### config.mk
export PLATFORM = sky130hd
export DESIGN_NAME = twiddle_loader_flat
export DESIGN_NICKNAME = d
export VERILOG_FILES = /design/src/rtl/twiddle_loader_if.sv /design/src/rtl/twiddle_loader.sv /design/src/flat_wrapper.sv
export SDC_FILE = /design/constraint.sdc
export NUM_CORES = 1
export LEC_CHECK = 0
export ABC_CLOCK_PERIOD_IN_PS = 1400
export CAP_MARGIN = 20
export CORE_ASPECT_RATIO = 0.7
export CORE_MARGIN = 4
export CORE_UTILIZATION = 43
export CTS_CLUSTER_SIZE = 24
export DETAILED_ROUTE_END_ITERATION = 16
export HOLD_SLACK_MARGIN = 0.15
export PLACE_DENSITY = 0.75
export RECOVER_POWER = 25
export SLEW_MARGIN = 10
export SYNTH_ARGS = -nofsm -noshare
export SYNTH_HDL_FRONTEND = slang
export SYNTH_SLANG_ARGS = --single-unit
### constraint.sdc
create_clock -name i_CLK -period 1.4 [get_ports i_CLK]
set_clock_uncertainty 0.15 [all_clocks]
set_input_delay 0.28 -clock i_CLK [delete_from_list [all_inputs] [get_ports i_CLK]]
set_output_delay 0.28 -clock i_CLK [all_outputs]
set_load 0.1 [all_outputs]
### src/rtl/twiddle_loader_if.sv
// Stream-in / dual-port-RAM-out bundle for the twiddle loader.
// The slave modport is the loader; the master modport is the source and RAM side.
interface twiddle_loader_if #(
  parameter int WORD_SZ = 8,
  parameter int ADDR_SZ = 4
);
  logic [WORD_SZ-1:0] in_data;
  logic               in_valid;
  logic               in_ready;
  logic [ADDR_SZ-1:0] address_a;
  logic [ADDR_SZ-1:0] address_b;
  logic [WORD_SZ-1:0] data_a;
  logic [WORD_SZ-1:0] data_b;
  logic               wren_a;
  logic               wren_b;
  logic               rden_a;
  logic               rden_b;

  modport master (
    output in_data, in_valid,
    input  in_ready, address_a, address_b, data_a, data_b,
           wren_a, wren_b, rden_a, rden_b
  );

  modport slave (
    input  in_data, in_valid,
    output in_ready, address_a, address_b, data_a, data_b,
           wren_a, wren_b, rden_a, rden_b
  );
endinterface

### src/rtl/twiddle_loader.sv
// Collects twiddle words in pairs from a valid/ready stream and writes each pair
// to a dual-port RAM, optionally conjugating (saturating) the imaginary half.
//
// state  | meaning
// IDLE   | waiting for i_start
// FILL_A | waiting for the even word of pair k
// FILL_B | waiting for the odd word of pair k
// WRITE  | one-cycle dual write of pair k
// DONE   | one-cycle o_done pulse
module twiddle_loader #(
  parameter int WORD_SZ = 8,
  parameter int ADDR_SZ = 4,
  parameter int DEPTH   = 16
) (
  input  logic             i_CLK,
  input  logic             i_RESET,
  input  logic             i_start,
  input  logic             i_conj,
  twiddle_loader_if.slave  bus,
  output logic             o_busy,
  output logic             o_done
);
  localparam int HALF = WORD_SZ / 2;

  localparam logic [2:0] S_IDLE   = 3'd0;
  localparam logic [2:0] S_FILL_A = 3'd1;
  localparam logic [2:0] S_FILL_B = 3'd2;
  localparam logic [2:0] S_WRITE  = 3'd3;
  localparam logic [2:0] S_DONE   = 3'd4;

  localparam logic [ADDR_SZ-1:0] LAST_K = ADDR_SZ'(DEPTH / 2 - 1);

  logic [2:0]         state;
  logic [ADDR_SZ-1:0] k;
  logic               conj_q;
  logic [WORD_SZ-1:0] hold_a;
  logic [WORD_SZ-1:0] cap_word;

  // Negating the most negative imaginary value would overflow, so clamp it to max.
  function automatic logic [WORD_SZ-1:0] conj_word(input logic [WORD_SZ-1:0] w);
    logic [HALF-1:0] im;
    im = w[HALF-1:0];
    if (im == {1'b1, {(HALF-1){1'b0}}})
      im = {1'b0, {(HALF-1){1'b1}}};
    else
      im = ~im + 1'b1;
    return {w[WORD_SZ-1:HALF], im};
  endfunction

  always_comb begin
    cap_word = bus.in_data;
    if (conj_q)
      cap_word = conj_word(bus.in_data);
  end

  assign bus.in_ready = (state == S_FILL_A) || (state == S_FILL_B);
  assign bus.wren_a   = (state == S_WRITE);
  assign bus.wren_b   = (state == S_WRITE);
  assign bus.rden_a   = 1'b0;
  assign bus.rden_b   = 1'b0;
  assign o_busy       = (state != S_IDLE);
  assign o_done       = (state == S_DONE);

  always_ff @(posedge i_CLK or negedge i_RESET) begin
    if (!i_RESET) begin
      state         <= S_IDLE;
      k             <= '0;
      conj_q        <= 1'b0;
      hold_a        <= '0;
      bus.address_a <= '0;
      bus.address_b <= '0;
      bus.data_a    <= '0;
      bus.data_b    <= '0;
    end else begin
      case (state)
        S_IDLE: begin
          if (i_start) begin
            state  <= S_FILL_A;
            conj_q <= i_conj;
            k      <= '0;
          end
        end
        S_FILL_A: begin
          if (bus.in_valid) begin
            hold_a <= cap_word;
            state  <= S_FILL_B;
          end
        end
        S_FILL_B: begin
          // data_b doubles as holding register B; the pair is staged for WRITE here
          if (bus.in_valid) begin
            bus.data_b    <= cap_word;
            bus.data_a    <= hold_a;
            bus.address_a <= {k[ADDR_SZ-2:0], 1'b0};
            bus.address_b <= {k[ADDR_SZ-2:0], 1'b1};
            state         <= S_WRITE;
          end
        end
        S_WRITE: begin
          if (k == LAST_K) begin
            state <= S_DONE;
          end else begin
            k     <= k + 1'b1;
            state <= S_FILL_A;
          end
        end
        S_DONE:  state <= S_IDLE;
        default: state <= S_IDLE;
      endcase
    end
  end
endmodule

### src/flat_wrapper.sv
// flat-port wrapper written by rule: the top's interface ports become plain ports
module twiddle_loader_flat 
#(
  parameter int WORD_SZ = 8,
  parameter int ADDR_SZ = 4,
  parameter int DEPTH   = 16
)
  (i_CLK, i_RESET, i_start, i_conj, o_busy, o_done, bus_in_data, bus_in_valid, bus_in_ready, bus_address_a, bus_address_b, bus_data_a, bus_data_b, bus_wren_a, bus_wren_b, bus_rden_a, bus_rden_b);
  twiddle_loader_if #(.WORD_SZ(WORD_SZ), .ADDR_SZ(ADDR_SZ)) bus_i ();
  input  logic i_CLK;
  input  logic i_RESET;
  input  logic i_start;
  input  logic i_conj;
  output logic o_busy;
  output logic o_done;
  input wire logic [$bits(bus_i.in_data)-1:0] bus_in_data;
  input wire logic [$bits(bus_i.in_valid)-1:0] bus_in_valid;
  output wire logic [$bits(bus_i.in_ready)-1:0] bus_in_ready;
  output wire logic [$bits(bus_i.address_a)-1:0] bus_address_a;
  output wire logic [$bits(bus_i.address_b)-1:0] bus_address_b;
  output wire logic [$bits(bus_i.data_a)-1:0] bus_data_a;
  output wire logic [$bits(bus_i.data_b)-1:0] bus_data_b;
  output wire logic [$bits(bus_i.wren_a)-1:0] bus_wren_a;
  output wire logic [$bits(bus_i.wren_b)-1:0] bus_wren_b;
  output wire logic [$bits(bus_i.rden_a)-1:0] bus_rden_a;
  output wire logic [$bits(bus_i.rden_b)-1:0] bus_rden_b;
  assign bus_i.in_data = bus_in_data;
  assign bus_i.in_valid = bus_in_valid;
  assign bus_in_ready = bus_i.in_ready;
  assign bus_address_a = bus_i.address_a;
  assign bus_address_b = bus_i.address_b;
  assign bus_data_a = bus_i.data_a;
  assign bus_data_b = bus_i.data_b;
  assign bus_wren_a = bus_i.wren_a;
  assign bus_wren_b = bus_i.wren_b;
  assign bus_rden_a = bus_i.rden_a;
  assign bus_rden_b = bus_i.rden_b;
  twiddle_loader #(.WORD_SZ(WORD_SZ), .ADDR_SZ(ADDR_SZ), .DEPTH(DEPTH)) u_core (.i_CLK(i_CLK), .i_RESET(i_RESET), .i_start(i_start), .i_conj(i_conj), .bus(bus_i), .o_busy(o_busy), .o_done(o_done));
endmodule
==> out/results.ini <==
[run_status]
status = finished, violations left
violations = setup timing

[clocking]
htreeDepth = 2
clk_latency_ns = 0.29
cts.path.max_buffers = 2
numClockSinks = 36
clkTransAtPathRegs_ns = 0.07
cts_tree = done
numCtsBuffers = 5
cts-root-buf = clkbuf_8

[global_routing]
gr-max-usage-layer = met2
use_met2_pct = 39.2
antenna_found_initial = 0
grt.overflow.total = 0
use_met3_pct = 5.57
grt_pass1_wl_um = 8220
grt_max_degree = 37
grtUsageMet1_pct = 28.7
grt_usage_pct = 23.4
first_global_vias = 1613

[die]
dieWidth_um = 81.9
dieArea_mm2 = 0.00489
rows = 18
ioPinCount = 44
fp.dieH_um = 59.7
initial_core_util_pct = 45.6
fp.coreArea_mm2 = 0.00360

[synth]
ys_top_cells_by_count = nand2_1 (65), dfrtp_1 (36), a21oi_1 (8)
synth_edf_count = 0
synth_area_leader_cell = dfrtp_1
synth_cell_type_count = 30
syn_inst = 178
async_flop_share_pct = 100
ys_seq_area_share_pct = 54.8
syn_avg_cell_area_um2 = 9.24
post-synth-top-count-cell = nand2_1
synth-seq-cells = 36
yosysWarnings = 0
netlist_area_mm2 = 0.00164
synthTopCellsByArea = dfrtp_1 (55%), nand2_1 (15%), buf_4 (3.2%), nand2b_1 (2.7%), a21oi_1 (2.4%)
synth_top_area_share_pct = 54.8
synth_top_flop_cell = dfrtp_1

[detailed_routing]
drc_errors = 0
num_vias = 1630
routed_wl_um = 5710
first_pass_iters = 4
via_per_inst = 5.42
detail_route.wl_per_cell_um = 19.0
antenna_left = 0
drtIter0Drc = 101

[timing]
period_minus_slack_ns = 1.91
hold_viol_final = 0
drv_slew = 0
whs_ns = 0.356
tns_ns = -7.65
min_period_over_period_pct = 136
final-setup-viol-count = 46
fmax_ghz = 0.524
grt_setup_unrepaired = true
layout_setup_ws_ns = -0.507

[placement]
pre_cts_slack_ns = -0.549
gp_routability_congestion = 0.830
hpwl_um = 2840
io_buffers = 40

[final_layout]
syn2layout_area_growth_pct = 82.4
finish.utilization_pct = 83.2
fin_nets = 265
drive_above_1_share_pct = 51.0
antenna_cells = 0

[worst_setup_path]
cp_slowest_stage_delay_ns = 0.43
critical_path_class = reg -> out
crit_fanout = 4
endpoint_kind = output pin
cp.required_ns = 0.97
arrival_ns = 1.48
reg2reg_from = u_core.state[0]
path_cells = buf_6 > nand3b_1 > clkinvlp_4 > buf_12
crit_start = u_core.state[2]
cp_slowest_cell = dfrtp_1
start_kind = flip-flop
r2r_setup_slack_ns = -0.35

[job]
drv_cap = 0

[min_path]
hold_class = reg -> reg
min_from = u_core.hold_a[3]

[layout make-up]
class	count	area [µm²]
clock buffer	8	90.1
fill	182	604
inverter	4	18.8
multi-input combinational	124	888
sequential	36	913
tap	50	62.6
timing repair buffer	79	1030
[critical path: cells and delay by family, from the launching register on]
family / cells / cell delay [ns]
DFF: 1 / 0.43
buffers and inverters: 3 / 0.53
and+or+nand+nor: 1 / 0.23
[cell families after synthesis]
group | count (synthesis) | synth area share [%]
simple gates | 91 | 25.8
flops | 36 | 54.8
mux | 2 | 1.52
buf+inv | 20 | 6.62
other cells | 1 | 0.228
compound gates | 26 | 9.51
fa+ha+maj | 2 | 1.52
[layout by cell type (no fill, tap or decap), drive strengths merged, types with 3 or more instances in the layout]
cell	n
o31ai	4
nand2b	7
clkbuf	9
dfrtp	36
buf	66
a21oi	8
o21ai	8
o211ai	3
conb	3
clkdlybuf4s50	9
nor2	4
inv	3
nand2	65
[metrics by stage]
step,cell area [µm²],std cells
after floorplan,1710,180
after global placement,2500,275
after detailed placement,2500,275
after CTS,2880,297
after global routing,3000,301
final,3000,301
[sequential cells by signal, summed over array words and instances (netlist names)]
signal,flops
u_core.k,4
u_core.hold_a,8
u_core.state,3
u_core.bus.data_a,8
u_core.bus.address_b,4
u_core.bus.data_b,8
u_core.conj_q,1
[path summary, 6_finish.rpt]
path	end	depth (start not counted)
worst max-delay path	bus_wren_b	4
worst min-delay path	u_core.bus.data_a[3]	2
worst max register to register	u_core.conj_q	3
worst min register to register	u_core.bus.data_a[3]	2
max in group asynchronous	u_core.bus.address_b[1]	3
min in group asynchronous	u_core.conj_q	3
[metal layers]
layer / share of wire (%) / vias up
met5: 0 / -
met4: 2.9 / 0
met3: 7.5 / 19
met2: 49 / 80
met1: 41 / 802
li1: - / 729
[repair_timing]
item / 4_1_cts / 5_1_grt
resized for setup: 50 / 33
setup endpoints to repair: 41 / 46
pin swaps: 24 / 14
gates cloned: 4 / 0
setup buffers: 10 / 6
hold endpoints to repair: 36 / 0
hold buffers: 1 / 0
Power is left out: the tool's default activity adds up to more than one toggle a clock period on the data nets, which glitch-free logic cannot reach.
